[src/rtl/cpu_pkg.sv]
// Shared CPU definitions: opcodes, record widths and field positions, memory-stage states.
package cpu_pkg;

  localparam int EX_W  = 74;
  localparam int MEM_W = 38;

  // Execute-result record fields
  localparam int EX_VALID   = 73;
  localparam int EX_OP_HI   = 72;
  localparam int EX_OP_LO   = 69;
  localparam int EX_DEST_HI = 68;
  localparam int EX_DEST_LO = 64;
  localparam int EX_ANS_HI  = 63;
  localparam int EX_ANS_LO  = 32;
  localparam int EX_VAL_HI  = 31;
  localparam int EX_VAL_LO  = 0;

  // Write-back record fields
  localparam int MEM_VALID   = 37;
  localparam int MEM_DEST_HI = 36;
  localparam int MEM_DEST_LO = 32;
  localparam int MEM_DATA_HI = 31;
  localparam int MEM_DATA_LO = 0;

  localparam logic [3:0] OP_ADD = 4'b0001;
  localparam logic [3:0] OP_SUB = 4'b0010;
  localparam logic [3:0] OP_AND = 4'b0011;
  localparam logic [3:0] OP_OR  = 4'b0100;
  localparam logic [3:0] OP_XOR = 4'b0101;
  localparam logic [3:0] OP_SHR = 4'b0110;
  localparam logic [3:0] OP_SHL = 4'b0111;
  localparam logic [3:0] OP_LW  = 4'b1000;
  localparam logic [3:0] OP_SW  = 4'b1001;

  typedef enum logic [1:0] {
    ST_IDLE    = 2'd0,
    ST_WAIT_RD = 2'd1,
    ST_WAIT_WR = 2'd2
  } mem_state_e;

  function automatic logic is_alu_op(input logic [3:0] op);
    logic r;
    case (op)
      OP_ADD, OP_SUB, OP_AND, OP_OR, OP_XOR, OP_SHR, OP_SHL: r = 1'b1;
      default: r = 1'b0;
    endcase
    return r;
  endfunction

  function automatic logic [MEM_W-1:0] wb_record(input logic [4:0] dest, input logic [31:0] data);
    logic [MEM_W-1:0] rec;
    rec = '0;
    rec[MEM_VALID] = 1'b1;
    rec[MEM_DEST_HI:MEM_DEST_LO] = dest;
    rec[MEM_DATA_HI:MEM_DATA_LO] = data;
    return rec;
  endfunction

endpackage

[src/rtl/mem_watchdog.sv]
// Wait-cycle counter and sticky bus error for the memory stage (used with MEM_TIMEOUT_EN).
module mem_watchdog #(
  parameter int TIMEOUT_CYCLES = 255,
  parameter int CNT_W = 8
) (
  input  logic clk,
  input  logic reset,
  input  logic i_start,
  input  logic i_waiting,
  input  logic i_ack,
  output logic o_timeout,
  output logic o_bus_err
);

  logic [CNT_W-1:0] r_cnt;
  logic             r_bus_err;

  // Fires during the last allowed wait cycle so the abort lands on that edge.
  assign o_timeout = i_waiting && !i_ack && (r_cnt == CNT_W'(TIMEOUT_CYCLES - 1));
  assign o_bus_err = r_bus_err;

  always_ff @(posedge clk) begin
    if (reset) begin
      r_cnt     <= '0;
      r_bus_err <= 1'b0;
    end else begin
      if (i_start) begin
        r_cnt <= '0;
      end else if (i_waiting && !i_ack) begin
        r_cnt <= r_cnt + CNT_W'(1);
      end else begin
        r_cnt <= r_cnt;
      end
      if (o_timeout) begin
        r_bus_err <= 1'b1;
      end else begin
        r_bus_err <= r_bus_err;
      end
    end
  end

endmodule

[src/rtl/mem_stage.sv]
// Memory pipeline stage: ALU pass-through and load/store over a req/ack handshake.
// Optional access timeout enabled by defining MEM_TIMEOUT_EN.
module mem_stage
  import cpu_pkg::*;
#(
  parameter int TIMEOUT_CYCLES = 255,
  parameter int CNT_W = 8
) (
  input  logic              clk,
  input  logic              reset,
  input  logic [EX_W-1:0]   ex_result,
  output logic [MEM_W-1:0]  mem_result,
  output logic [4:0]        mem_dest,
  output logic              delay,
  output logic              mem_req,
  output logic              mem_we,
  output logic [31:0]       mem_addr,
  output logic [31:0]       mem_wdata,
  input  logic              mem_ack,
  input  logic [31:0]       mem_rdata,
  output logic              bus_err
);

  logic        w_valid;
  logic [3:0]  w_op;
  logic [4:0]  w_dest;
  logic [31:0] w_answer;
  logic [31:0] w_value;

  mem_state_e       r_state, w_state_nxt;
  logic [MEM_W-1:0] r_result, w_result_nxt;
  logic             r_req, w_req_nxt;
  logic             r_we, w_we_nxt;
  logic [31:0]      r_addr, w_addr_nxt;
  logic [31:0]      r_wdata, w_wdata_nxt;
  logic [4:0]       r_dest, w_dest_nxt;
  logic             w_timeout;

  assign w_valid  = ex_result[EX_VALID];
  assign w_op     = ex_result[EX_OP_HI:EX_OP_LO];
  assign w_dest   = ex_result[EX_DEST_HI:EX_DEST_LO];
  assign w_answer = ex_result[EX_ANS_HI:EX_ANS_LO];
  assign w_value  = ex_result[EX_VAL_HI:EX_VAL_LO];

  assign mem_result = r_result;
  assign mem_req    = r_req;
  assign mem_we     = r_we;
  assign mem_addr   = r_addr;
  assign mem_wdata  = r_wdata;

`ifdef MEM_TIMEOUT_EN
  logic w_wait_start;
  logic w_waiting;

  assign w_wait_start = (r_state == ST_IDLE) && (w_state_nxt != ST_IDLE);
  assign w_waiting    = (r_state != ST_IDLE);

  mem_watchdog #(
    .TIMEOUT_CYCLES(TIMEOUT_CYCLES),
    .CNT_W(CNT_W)
  ) u_watchdog (
    .clk(clk),
    .reset(reset),
    .i_start(w_wait_start),
    .i_waiting(w_waiting),
    .i_ack(mem_ack),
    .o_timeout(w_timeout),
    .o_bus_err(bus_err)
  );
`else
  logic w_unused_cfg;
  assign w_unused_cfg = ^{TIMEOUT_CYCLES, CNT_W};
  assign w_timeout = 1'b0;
  assign bus_err   = 1'b0;
`endif

  // A timeout completes the access like an ack, so upstream advances and nothing is reissued.
  always_comb begin
    w_state_nxt  = r_state;
    w_result_nxt = '0;
    w_req_nxt    = r_req;
    w_we_nxt     = r_we;
    w_addr_nxt   = r_addr;
    w_wdata_nxt  = r_wdata;
    w_dest_nxt   = r_dest;
    delay        = 1'b0;
    mem_dest     = 5'd0;
    case (r_state)
      ST_IDLE: begin
        mem_dest = (w_valid && (w_op != OP_SW)) ? w_dest : 5'd0;
        if (w_valid && is_alu_op(w_op)) begin
          w_result_nxt = wb_record(w_dest, w_answer);
        end else if (w_valid && (w_op == OP_LW)) begin
          delay       = 1'b1;
          w_req_nxt   = 1'b1;
          w_we_nxt    = 1'b0;
          w_addr_nxt  = w_answer;
          w_dest_nxt  = w_dest;
          w_state_nxt = ST_WAIT_RD;
        end else if (w_valid && (w_op == OP_SW)) begin
          delay       = 1'b1;
          w_req_nxt   = 1'b1;
          w_we_nxt    = 1'b1;
          w_addr_nxt  = w_answer;
          w_wdata_nxt = w_value;
          w_dest_nxt  = 5'd0;
          w_state_nxt = ST_WAIT_WR;
        end else begin
          w_result_nxt = '0;
        end
      end
      ST_WAIT_RD: begin
        mem_dest = r_dest;
        if (mem_ack) begin
          w_result_nxt = wb_record(r_dest, mem_rdata);
          w_req_nxt    = 1'b0;
          w_state_nxt  = ST_IDLE;
        end else if (w_timeout) begin
          w_result_nxt = wb_record(r_dest, 32'h0000_0000);
          w_req_nxt    = 1'b0;
          w_state_nxt  = ST_IDLE;
        end else begin
          delay = 1'b1;
        end
      end
      ST_WAIT_WR: begin
        mem_dest = 5'd0;
        if (mem_ack || w_timeout) begin
          w_req_nxt   = 1'b0;
          w_state_nxt = ST_IDLE;
        end else begin
          delay = 1'b1;
        end
      end
      default: begin
        w_req_nxt   = 1'b0;
        w_state_nxt = ST_IDLE;
      end
    endcase
  end

  // Stage registers; reset drops mem_req, which the memory treats as an abort.
  always_ff @(posedge clk) begin
    if (reset) begin
      r_state  <= ST_IDLE;
      r_result <= '0;
      r_req    <= 1'b0;
      r_we     <= 1'b0;
      r_addr   <= 32'h0000_0000;
      r_wdata  <= 32'h0000_0000;
      r_dest   <= 5'd0;
    end else begin
      r_state  <= w_state_nxt;
      r_result <= w_result_nxt;
      r_req    <= w_req_nxt;
      r_we     <= w_we_nxt;
      r_addr   <= w_addr_nxt;
      r_wdata  <= w_wdata_nxt;
      r_dest   <= w_dest_nxt;
    end
  end

endmodule

[config.mk]
export PLATFORM = sky130hd
export DESIGN_NAME = mem_stage
export DESIGN_NICKNAME = d
export VERILOG_FILES = /design/src/rtl/cpu_pkg.sv /design/src/rtl/mem_watchdog.sv /design/src/rtl/mem_stage.sv
export SDC_FILE = /design/constraint.sdc
export NUM_CORES = 1
export LEC_CHECK = 0
export CAP_MARGIN = 20
export CORE_MARGIN = 3
export CORE_UTILIZATION = 44
export CTS_CLUSTER_DIAMETER = 60
export DETAILED_ROUTE_END_ITERATION = 8
export PLACE_DENSITY = 0.86
export SKIP_LAST_GASP = 1
export SLEW_MARGIN = 25
export SYNTH_ARGS = -nofsm -noshare
export SYNTH_HDL_FRONTEND = slang
export SYNTH_HIERARCHICAL = 1
export SYNTH_SLANG_ARGS = --single-unit
[constraint.sdc]
create_clock -name clk -period 5 [get_ports clk]
set_input_delay 0.75 -clock clk [delete_from_list [all_inputs] [get_ports clk]]
set_output_delay 0.75 -clock clk [all_outputs]
set_load 0.03 [all_outputs]
==> reports/qor.yml, run 1 <==
clocking:
  cts_max_path_buffers: 2
  clk_pin_slew_ns: 0.10
  clock-sinks: 111
  cts_buffers: 9
  cts_hold_buffers: 0
  clk_latency_ns: 0.36
  cts-resized-gates: 0
  clock-root-buffer: "clkbuf_8"
  htree_levels: 3
  cts_tree: "built"
  post_cts_buffers: 0
floorplan:
  row_count: 36
  fp.dieW_um: 106.6
  initial_utilization: 0.4539
  die_y_um: 106.6
  core-area_sq_um: 9819
  boundaryPins: 220
  dieArea_sq_um: 11370
place:
  dpl.hpwl_um: 9929
  routabilityCongestion: 0.8027
  portBuffers: 218
finish:
  final_common_cell: "clkdlybuf4s50_1"
  nNetsFinal: 756
  multi_input_area_sq_um: 1964
  fin_util: 0.6924
  final_cell_mix: "217 x clkdlybuf4s50_1, 111 x dfxtp_1, 65 x nand2b_1, 42 x a21oi_1, 38 x o21ai_1"
  syn_to_final_growth_pct: 52.55
  diodes: 0
  register_area_sq_um: 2222
  n_fill_cell: 716
  drive_gt1_frac: 0.04622
timing:
  drv_slew: 0
  relSlewSlack: 0.3590
  fin_skew_ns: 0.005322
  tns_ns: 0
  post-route-period-util: 0.7528
  rsz0062_at_grt: "no"
  hold_viol: 0
  fmax_mhz: 265.7
  worst_pin_slew_ns: 0.9615
  fin_crit_ns: 3.764
  setup_viol_count_final: 0
global_route:
  grt_pass1_vias: 4188
  antenna_found_initial: 0
  grt_overflow_total: 0
  grt_max_degree: 68
  grt_usage: 0.2327
  grt_first_pass_wirelength_um: 21400
power_and_ir_drop:
  cellPowerDensity_nw_per_um2: 261.3
  ir_drop_v: 0.0001267
  total_leakage_power_nw: 2.339
setup_path:
  cp-startpoint: "ex_result[72]"
  crit_chain: "clkdlybuf4s50_1, nor3b_4, buf_4, a21oi_1, a22o_1, clkdlybuf4s50_1"
  critPathSlowestCell: "clkdlybuf4s50_1"
  r2r_end: "mem_result[7]"
  startpoint_type: "input port"
  cp_common_cell: "clkdlybuf4s50_1"
  cp-end-kind: "primary output"
  reg2regPathDepth: 7
  worstPathArrival_ns: 3.01
  criticalPathCategory: "input port to primary output"
  crit_buf_inv: 3
  cpPeakStageDelay_ns: 0.59
  timing.rr.start: "r_state[1]"
  crit_family: "buffers and inverters"
  cp_data_required_time_ns: 4.25
  endpoint: "mem_dest[1]"
  r2r_setup_slack_ns: 2.73
  worst-path-max-fanout: 39
  crit_cells: 6
run_status:
  status: "complete, no violations"
synthesis:
  yosysTopAreaCell: "dfxtp_1"
  netlist_instances: 452
  synth.area.top_cells: "dfxtp_1 50%, nand2b_1 9.1%, a22o_1 7.3%"
  synthFlopType: "dfxtp_1"
  synth.distinct_cells: 36
  synth_edf_count: 0
  ys_async_sr_fraction: 0
  synth-seq-area-share: 0.4986
  synth_nets: 564
  yosysTopAreaCellShare: 0.4986
  syn_area_per_cell_sq_um: 9.860
  synth.cell_area_sq_um: 4457
  ys_seq_elements: 111
  synth_warnings: 6
run:
  drv_cap: 0
drt:
  drtPass1Iterations: 5
  wire_per_inst_um: 17.47
  vias: 4177
  drt_iter0_drc: 229
  drc: 0
  drtAntennaViolNets: 0
  wl_um: 13660
  vias_per_cell: 5.341
hold_path:
  hold_path.class: "flop to flop"
==> sequential cells by signal (all words and copies together), names as in the netlist <==
name and flops:
mem_wdata 32, r_dest 5, mem_we 1, mem_result 38, mem_req 1, r_state 2, mem_addr 32
==> per-layer routing <==
layer / vias up / share of wire / GRT usage / wire length (um)
met2: 242 / 0.47 / 0.3844 / 6452
li1: 1967 / - / - / -
met1: 1937 / 0.39 / 0.2790 / 5336
met4: 0 / 0.023 / 0.08584 / 308
met3: 31 / 0.11 / 0.08248 / 1563
met5: - / 0 / 0 / 0
==> layout make-up <==
type | count | share of cell area
clock inverter | 6 | 0.01251
sequential | 111 | 0.3268
inverter | 3 | 0.001656
multi-input combinational | 295 | 0.2889
timing repair buffer | 224 | 0.3268
tap | 133 | 0.02448
clock buffer | 10 | 0.01877
==> tightest hold or removal path: cells and delay by family, from the launching register on <==
| family | cells | cell delay, ns |
|---|---|---|
| AND/OR/NAND/NOR | 1 | 0.06 |
| flip-flops | 1 | 0.32 |
| multiplexers | 1 | 0.06 |
==> cells by family after synthesis <==
group	count (synthesis)	synth area share
compound gates	128	0.1808
fa+ha+maj	3	0.008423
simple gates	131	0.1766
mux	32	0.07187
flops	111	0.4986
buf+inv	46	0.06288
other cells	1	0.0008414
==> cell usage after synthesis (6+ instances only) <==
cell and n:
buf_4 6, nand2_1 14, a21oi_1 42, nand3_1 33, clkbuf_1 20, dfxtp_1 111
o21ai_1 38, mux2i_1 32, buf_2 11, nand2b_1 65, a22o_1 37
==> stage by stage <==
step                      setup slack (ns)  hold slack (ns)  area [sq um]  cells  power, mW
after detailed placement             1.245           0.4598          6586    766      1.213
after floorplan                      2.391           0.4579          4457    452      1.062
after global placement               1.335           0.4572          6586    766      1.206
final                                1.236           0.4805          6799    782      1.776
after global routing                 1.128           0.5040          6799    782      1.842
after CTS                            1.243           0.4833          6799    782      1.778
==> where the power goes <==
part	switching [mW]	leakage (nW)	internal [mW]	total (mW)
Clock	0.301	0.102	0.281	0.583
Combinational	0.137	1.34	0.145	0.282
Sequential	0.00823	0.899	0.903	0.911
==> how the worst min path moves through the flow <==
stage / startpoint / endpoint / slack [ns] / depth (start not counted)
floorplan: r_dest[3] / mem_result[35] / 0.46 / 2
CTS: mem_wdata[0] / mem_wdata[0] / 0.48 / 2
finish: mem_wdata[0] / mem_wdata[0] / 0.48 / 2
global placement: mem_wdata[20] / mem_wdata[20] / 0.46 / 2
detailed placement: mem_wdata[0] / mem_wdata[0] / 0.46 / 2
global route: mem_wdata[0] / mem_wdata[0] / 0.50 / 2
Power figures use the tool's default switching activity.
==> run 2: changes to the inputs <==
--- a/config.mk
+++ b/config.mk
@@ -7,10 +7,10 @@
 export LEC_CHECK = 0
 export CAP_MARGIN = 20
 export CORE_MARGIN = 3
-export CORE_UTILIZATION = 44
+export CORE_UTILIZATION = 36
 export CTS_CLUSTER_DIAMETER = 60
 export DETAILED_ROUTE_END_ITERATION = 8
-export PLACE_DENSITY = 0.86
+export PLACE_DENSITY = 0.76
 export SKIP_LAST_GASP = 1
 export SLEW_MARGIN = 25
 export SYNTH_ARGS = -nofsm -noshare
==> constraint.sdc (replaced) <==
create_clock -name clk -period 3.2 [get_ports clk]
set_input_delay 0.48 -clock clk [delete_from_list [all_inputs] [get_ports clk]]
set_output_delay 0.48 -clock clk [all_outputs]
set_load 0.03 [all_outputs]
==> run 2 against run 1 <==
Net effect: worst hold slack worse by 0.0059 ns; final area up 2.7%; clock power up 97%; clock skew about the same; combinational power up 59%; sequential share of layout area down 0.85 points; register-to-register slack worse by 1.7 ns; critical path type is now flop to primary output; highest routed layer unchanged.
==> reports/qor.yml, run 2 (synthesized netlist as in run 1, its figures left out) <==
run_status:
  status: "complete, no violations"
timing:
  relSlewSlack: 0.6408
  worst_pin_slew_ns: 0.5387
  drv_slew: 0
  fin_crit_ns: 2.954
  tns_ns: 0
  post-route-period-util: 0.9230
  rsz0062_at_grt: "no"
  fin_skew_ns: 0.005816
  hold_slack_ns: 0.4746
  hold_viol: 0
  setup_viol_count_final: 0
  fmax_mhz: 338.6
place:
  portBuffers: 218
  dpl.hpwl_um: 9845
  routabilityCongestion: 0.8134
power_and_ir_drop:
  p_sw_uw: 760.1
  power.internal_mw: 2.258
  cellPowerDensity_nw_per_um2: 432.4
  ir_drop_v: 0.0002365
  report.power.total_mw: 3.018
  pwr-share-clk: 0.380
  total_leakage_power_nw: 2.413
  switching_share: 0.2518
  combPwrFrac: 0.149
  seqPwrFrac: 0.471
finish:
  final_common_cell: "clkdlybuf4s50_1"
  n_fill_cell: 1023
  diodes: 0
  nNetsFinal: 761
  final_cell_mix: "216 x clkdlybuf4s50_1, 111 x dfxtp_1, 65 x nand2b_1, 42 x a21oi_1, 38 x o21ai_1"
  largest_reg_flops: 38
  drive_gt1_frac: 0.05505
  syn_to_final_growth_pct: 56.63
floorplan:
  initial_utilization: 0.3695
  fp.dieW_um: 117.3
  dieArea_sq_um: 13750
  core-area_sq_um: 12060
  boundaryPins: 220
  die_y_um: 117.3
  row_count: 40
setup_path:
  worst-path-max-fanout: 9
  criticalPathCategory: "flop to primary output"
  startpoint_type: "flop"
  worstPathArrival_ns: 2.47
  cp-end-kind: "primary output"
  cp_data_required_time_ns: 2.72
clocking:
  clk_pin_slew_ns: 0.07
  cts_hold_buffers: 0
  clock-root-buffer: "clkbuf_16"
  cts_tree: "built"
  clock-sinks: 111
  post_cts_buffers: 0
  cts_max_path_buffers: 2
  htree_levels: 3
  cts_buffers: 9
  cts-resized-gates: 0
  clk_latency_ns: 0.35
drt:
  drtAntennaViolNets: 0
  vias_per_cell: 5.084
  drc: 0
  wire_per_inst_um: 17.01
  wl_um: 13980
  drt_iter0_drc: 360
  drtPass1Iterations: 4
  vias: 4179
global_route:
  grt_first_pass_wirelength_um: 21050
  grt_usage: 0.1952
  grt_max_degree: 66
  antenna_found_initial: 0
  grt_overflow_total: 0
  grt_pass1_vias: 4224
hold_path:
  hold_path.class: "flop to flop"
run:
  drv_cap: 0
==> run 2: worst paths after layout <==
path	slack, ns	to	start	depth (start not counted)
worst max-delay path	0.25	mem_dest[2]	r_state[0]	7
worst min-delay path	0.47	mem_wdata[7]	mem_wdata[7]	2
worst max register to register	1.02	mem_result[17]	r_state[0]	7
worst min register to register	0.47	mem_wdata[7]	mem_wdata[7]	2
==> run 2: power groups by stage <==
stage          clock (mW)  sequential (mW)  combinational, mW
6_report             1.15             1.42              0.449
3_5_place_dp            0             1.46              0.447
5_1_grt              1.23             1.43              0.478
2_1_floorplan           0             1.51              0.146
4_1_cts              1.18             1.42              0.450
3_3_place_gp            0             1.45              0.442
==> run 2: area by class of cell <==
cell class	count	area [sq um]	area share
timing repair buffer	229	2270	0.3251
sequential	111	2222	0.3183
multi-input combinational	295	1964	0.2814
clock buffer	9	225.2	0.03226
tap	168	210.2	0.03011
clock inverter	7	77.57	0.01111
inverter	3	11.26	0.001613
==> run 2: through the flow <==
stage                     setup slack, ns  utilization  std cells  instance area, sq um
after floorplan                    0.9559            -        452                  4457
after global placement             0.3397       0.5536        806                  6678
after detailed placement           0.2827       0.5536        806                  6678
after CTS                          0.2056       0.5787        822                  6980
after global routing              0.03033       0.5787        822                  6980
final                              0.2465       0.5787        822                  6980
==> run 2: layer usage <==
layer	up-vias	global-route usage	wire length (um)	share of wire
met5	-	0	0	0
met2	224	0.3254	6471	0.46
met3	22	0.07301	1663	0.12
met1	1946	0.2254	5573	0.40
met4	0	0.08028	275	0.020
li1	1987	-	-	-
==> run 2: critical path, cell delays in order (launching register included) <==
cell and delay (ns):
dfxtp_1 0.35, inv_1 0.10, ha_1 0.35, nand2_1 0.12, a21oi_1 0.20, buf_4 0.18
a22o_1 0.14, clkdlybuf4s50_1 0.67
==> run 3: changes to the inputs <==
--- a/config.mk
+++ b/config.mk
@@ -11,6 +11,7 @@
 export CTS_CLUSTER_DIAMETER = 60
 export DETAILED_ROUTE_END_ITERATION = 8
 export PLACE_DENSITY = 0.76
+export RECOVER_POWER = 25
 export SKIP_LAST_GASP = 1
 export SLEW_MARGIN = 25
 export SYNTH_ARGS = -nofsm -noshare
==> run 3 against run 2 <==
Net effect: register-to-register slack worse by 0.39 ns; first-iteration DRC count decreased by 6.4%; routed wire length decreased by 0.56%; combinational power is 1% lower; non-clock buffer count is the same; clock power about the same; critical endpoint unchanged.
==> reports/qor.yml, run 3 (synthesized netlist as in run 1, its figures left out) <==
finish:
  fin_util: 0.5785
  drive_gt1_frac: 0.05505
  syn_to_final_growth_pct: 56.57
  n_fill_cell: 1024
  fin_area_sq_um: 6978
  diodes: 0
  nNetsFinal: 761
  largest_reg_flops: 38
  final_cell_mix: "165 x clkdlybuf4s50_1, 111 x dfxtp_1, 65 x nand2b_1, 51 x dlygate4sd3_1, 42 x a21oi_1"
  final_common_cell: "clkdlybuf4s50_1"
drt:
  wl_met2_um: 6485
  vias: 4199
  drtAntennaViolNets: 0
  dr_wl_met3_um: 1599
  wl_um: 13910
  routedLengthMet1_um: 5566
  wire_per_inst_um: 16.92
  vias_per_cell: 5.108
  drc: 0
  drtPass1Iterations: 4
  top_layer: "met4"
  drt_iter0_drc: 337
clocking:
  cts_max_path_buffers: 2
  clock-sinks: 111
  cts_hold_buffers: 0
  clk_pin_slew_ns: 0.07
  clk_latency_ns: 0.35
  clock-root-buffer: "clkbuf_16"
  cts_tree: "built"
  cts-resized-gates: 0
  post_cts_buffers: 0
  htree_levels: 3
  cts_buffers: 9
setup_path:
  cp-startpoint: "r_state[0]"
  worst-path-max-fanout: 9
  cp_data_required_time_ns: 2.72
  timing.rr.start: "r_state[0]"
  startpoint_type: "flop"
  worstPathArrival_ns: 2.47
  cp-end-kind: "primary output"
  reg2regPathDepth: 7
  criticalPathCategory: "flop to primary output"
timing:
  fin_skew_ns: 0.005774
  fmax_mhz: 338.5
  rsz0062_at_grt: "no"
  worst_pin_slew_ns: 0.9665
  tns_ns: 0
  fin_crit_ns: 2.954
  setup_viol_count_final: 0
  post-route-period-util: 0.9233
  drv_slew: 0
  relSlewSlack: 0.3556
  hold_viol: 0
floorplan:
  initial_utilization: 0.3695
  dieArea_sq_um: 13750
  row_count: 40
  core-area_sq_um: 12060
  boundaryPins: 220
  fp.dieW_um: 117.3
  die_y_um: 117.3
place:
  dpl.hpwl_um: 9845
  placed_area_sq_um: 6678
  routabilityCongestion: 0.8134
  portBuffers: 218
global_route:
  antenna_found_initial: 0
  grt_overflow_total: 0
  grt_max_degree: 66
  grt_pass1_vias: 4224
  grt_first_pass_wirelength_um: 21050
  grt_usage: 0.1952
run:
  drv_cap: 0
hold_path:
  holdPathStages: 2
  hp-start: "mem_wdata[7]"
  hold_path.class: "flop to flop"
power_and_ir_drop:
  ir_drop_v: 0.0002365
  total_leakage_power_nw: 2.581
  cellPowerDensity_nw_per_um2: 431.4
run_status:
  status: "complete, no violations"
==> run 3: metrics by stage <==
step | power (mW) | setup slack [ns] | instances | hold slack, ns
2_1_floorplan | 1.659 | 0.9559 | 452 | 0.4579
3_3_place_gp | 1.896 | 0.3397 | 806 | 0.4580
3_5_place_dp | 1.902 | 0.2827 | 806 | 0.4669
4_1_cts | 3.053 | 0.2056 | 822 | 0.4803
5_1_grt | 3.124 | 0.03279 | 822 | 0.4963
6_report | 3.010 | 0.2456 | 822 | 0.4746
==> run 3: power breakdown <==
part           internal, mW  switching, mW  total, mW
combinational         0.225          0.218      0.443
sequential             1.41         0.0116       1.42
clock                 0.616          0.529       1.15
==> run 3: worst paths after layout <==
path	to	slack, ns
hold / removal	mem_wdata[7]	0.47
setup reg to reg	mem_result[17]	0.63
setup / recovery	mem_dest[2]	0.25
hold reg to reg	mem_wdata[7]	0.47
==> run 3: layer usage <==
metal  global-route usage  up-vias
met3              0.07301       20
li1                     -     1985
met4              0.08028        0
met2               0.3254      219
met5                    0        -
met1               0.2254     1975
==> run 3: worst max-delay path: stages, from the launching register on <==
cell	delay (ns)
dfxtp_1	0.35
inv_1	0.10
ha_1	0.36
nand2_1	0.12
a21oi_1	0.20
buf_4	0.18
a22o_1	0.14
clkdlybuf4s50_1	0.68
==> run 3: layout make-up <==
cell class,instances,area (sq um),area share
clock buffers,9,225.2,0.03228
well taps,168,210.2,0.03012
repair buffers,229,2267,0.3249
clock inverters,7,77.57,0.01112
inverters,3,11.26,0.001614
flip-flops and latches,111,2222,0.3185
multi-input cells,295,1964,0.2815
==> RTL edit: new RTL, settings of run 3 <==
The option `MEM_TIMEOUT_EN` is turned on by a define.
--- a/src/rtl/mem_stage.sv
+++ b/src/rtl/mem_stage.sv
@@ -1,5 +1,7 @@
 // Memory pipeline stage: ALU pass-through and load/store over a req/ack handshake.
 // Optional access timeout enabled by defining MEM_TIMEOUT_EN.
+`define MEM_TIMEOUT_EN
+
 module mem_stage
   import cpu_pkg::*;
 #(
Behaviour: same outputs for any inputs over 4 cycles, from zero or initial values and one cycle with reset high; that may be too few to reach the edited logic, so the function may still have changed.
==> RTL edit against run 3 <==
Fmax increased by 1.1%; setup slack better by 0.032 ns; routed wire length is 5.9% higher; largest cell class is now flip-flops and latches; critical path depth fell by 2; sequential power up 8%; critical path type is now in2out; synthesized cell count up 8.2%; total power rose by 26%; synthesized area increased by 6.6%; cell area grew 9.8%; first-iteration DRC count shrank 44%; sequential cell count rose by 9; register-to-register slack gained 0.25 ns.
==> RTL edit: results (changes against run 3) <==
[clock_tree]
h-tree-depth = 4  ; +1
clk_pin_slew_worst_paths_ns = 0.05  ; -0.02 ns
clk_latency_ns = 0.40  ; +0.05 ns

[final_layout]
drive_gt1_frac = 0.0749  ; +0.0198
register_area_mm2 = 0.00240  ; +8.1%
final_nets = 806  ; +5.9%
n_fill_cell = 1103  ; +7.7%

[sta]
worstMarginPinSlew_ns = 0.915  ; -0.0511 ns

[worst_setup_path]
startpoint = ex_result[73]
worstPathArrival_ns = 2.44  ; -0.03 ns
r2r_start = r_state[0]$_SDFF_PP0_
crit_fanout = 5  ; -4

[drt]
wl_met3_um = 876  ; -45%
wire_per_inst_um = 16.7  ; -1.1%
route.met2.wl_um = 7700  ; +19%
num_vias = 4483  ; +6.8%

[global_routing]
grt_pass1_wl_um = 23600  ; +12%
use_met3 = 0.0587  ; -0.0143
grtUsageTotal = 0.202  ; +0.00662

[place]
pre_cts_ws_ns = 0.330  ; +0.0469 ns
place_area_mm2 = 0.00708  ; +6.1%
port_buffers = 219  ; +0.46%

[synthesis]
synth.area.top_cells = dfxtp_1, nand2b_1, a22o_1
synthMuxAreaShare = 0.0674  ; -0.00447
syn_nets = 600  ; +6.4%
yosysSeqAreaShare = 0.506  ; +0.00693
yosys.area_share.xor_xnor = 0.00553  ; +0.00553
ys_types = 40  ; +11%
postSynthAreaPerCell_um2 = 9.72  ; -1.4%

[run_status]
status = completed

[power]
vdd_drop_max_v = 0.000338  ; +43%
internal_power_uw = 2880  ; +28%

==> RTL edit: cell count changes in the layout (fill, tap and decap cells not counted), sizes merged, moves of 3 or more <==
cell	run 3	this run
nand2	14	7
o31ai	0	3
nor2	1	13
clkinvlp	1	4
nand4b	5	1
clkbuf	10	21
o22ai	5	0
nand3b	1	4
a32oi	0	5
nor2b	0	3
dfxtp	111	120
nand4	1	6
==> RTL edit: cell type report <==
cell class,instances,share of cell area
flip-flops and latches,120,0.314
repair buffers,229,0.298
multi-input cells,323,0.282
clock buffers,21,0.0614
well taps,172,0.0281
clock inverters,11,0.0147
inverters,4,0.00196
==> RTL edit: power by group through the flow <==
stage	Combinational [uW]	Clock (uW)	Sequential, uW
3_3_place_gp	417	0	1570
2_1_floorplan	129	0	1620
3_5_place_dp	424	0	1570
5_1_grt	446	1960	1540
4_1_cts	426	1880	1540
6_report	419	1840	1540
==> RTL edit: kinds of logic (layout without fill, tap and decap cells) <==
| family | after synthesis | in the layout |
|---|---|---|
| DFF | 120 | 120 |
| buffers and inverters | 46 | 265 |
| xor gates and xnor gates | 3 | 3 |
| and+or+nand+nor | 150 | 150 |
| AOI/OAI and AO/OA | 136 | 136 |
| muxes | 32 | 32 |
| adders and majority gates | 2 | 2 |
==> RTL edit: final timing paths <==
path,end,slack [ns],cells after the start
worst max-delay path,mem_dest[2],0.28,5
worst min-delay path,mem_we$_SDFFE_PP0P_,0.47,2
worst max register to register,mem_result[32]$_SDFF_PP0_,0.88,8
worst min register to register,mem_we$_SDFFE_PP0P_,0.47,2
==> RTL edit: critical path, stage by stage <==
cell,delay (ns)
clkdlybuf4s50_1,0.51
nor2b_1,0.40
a32oi_1,0.16
nor2_1,0.18
clkdlybuf4s50_1,0.71
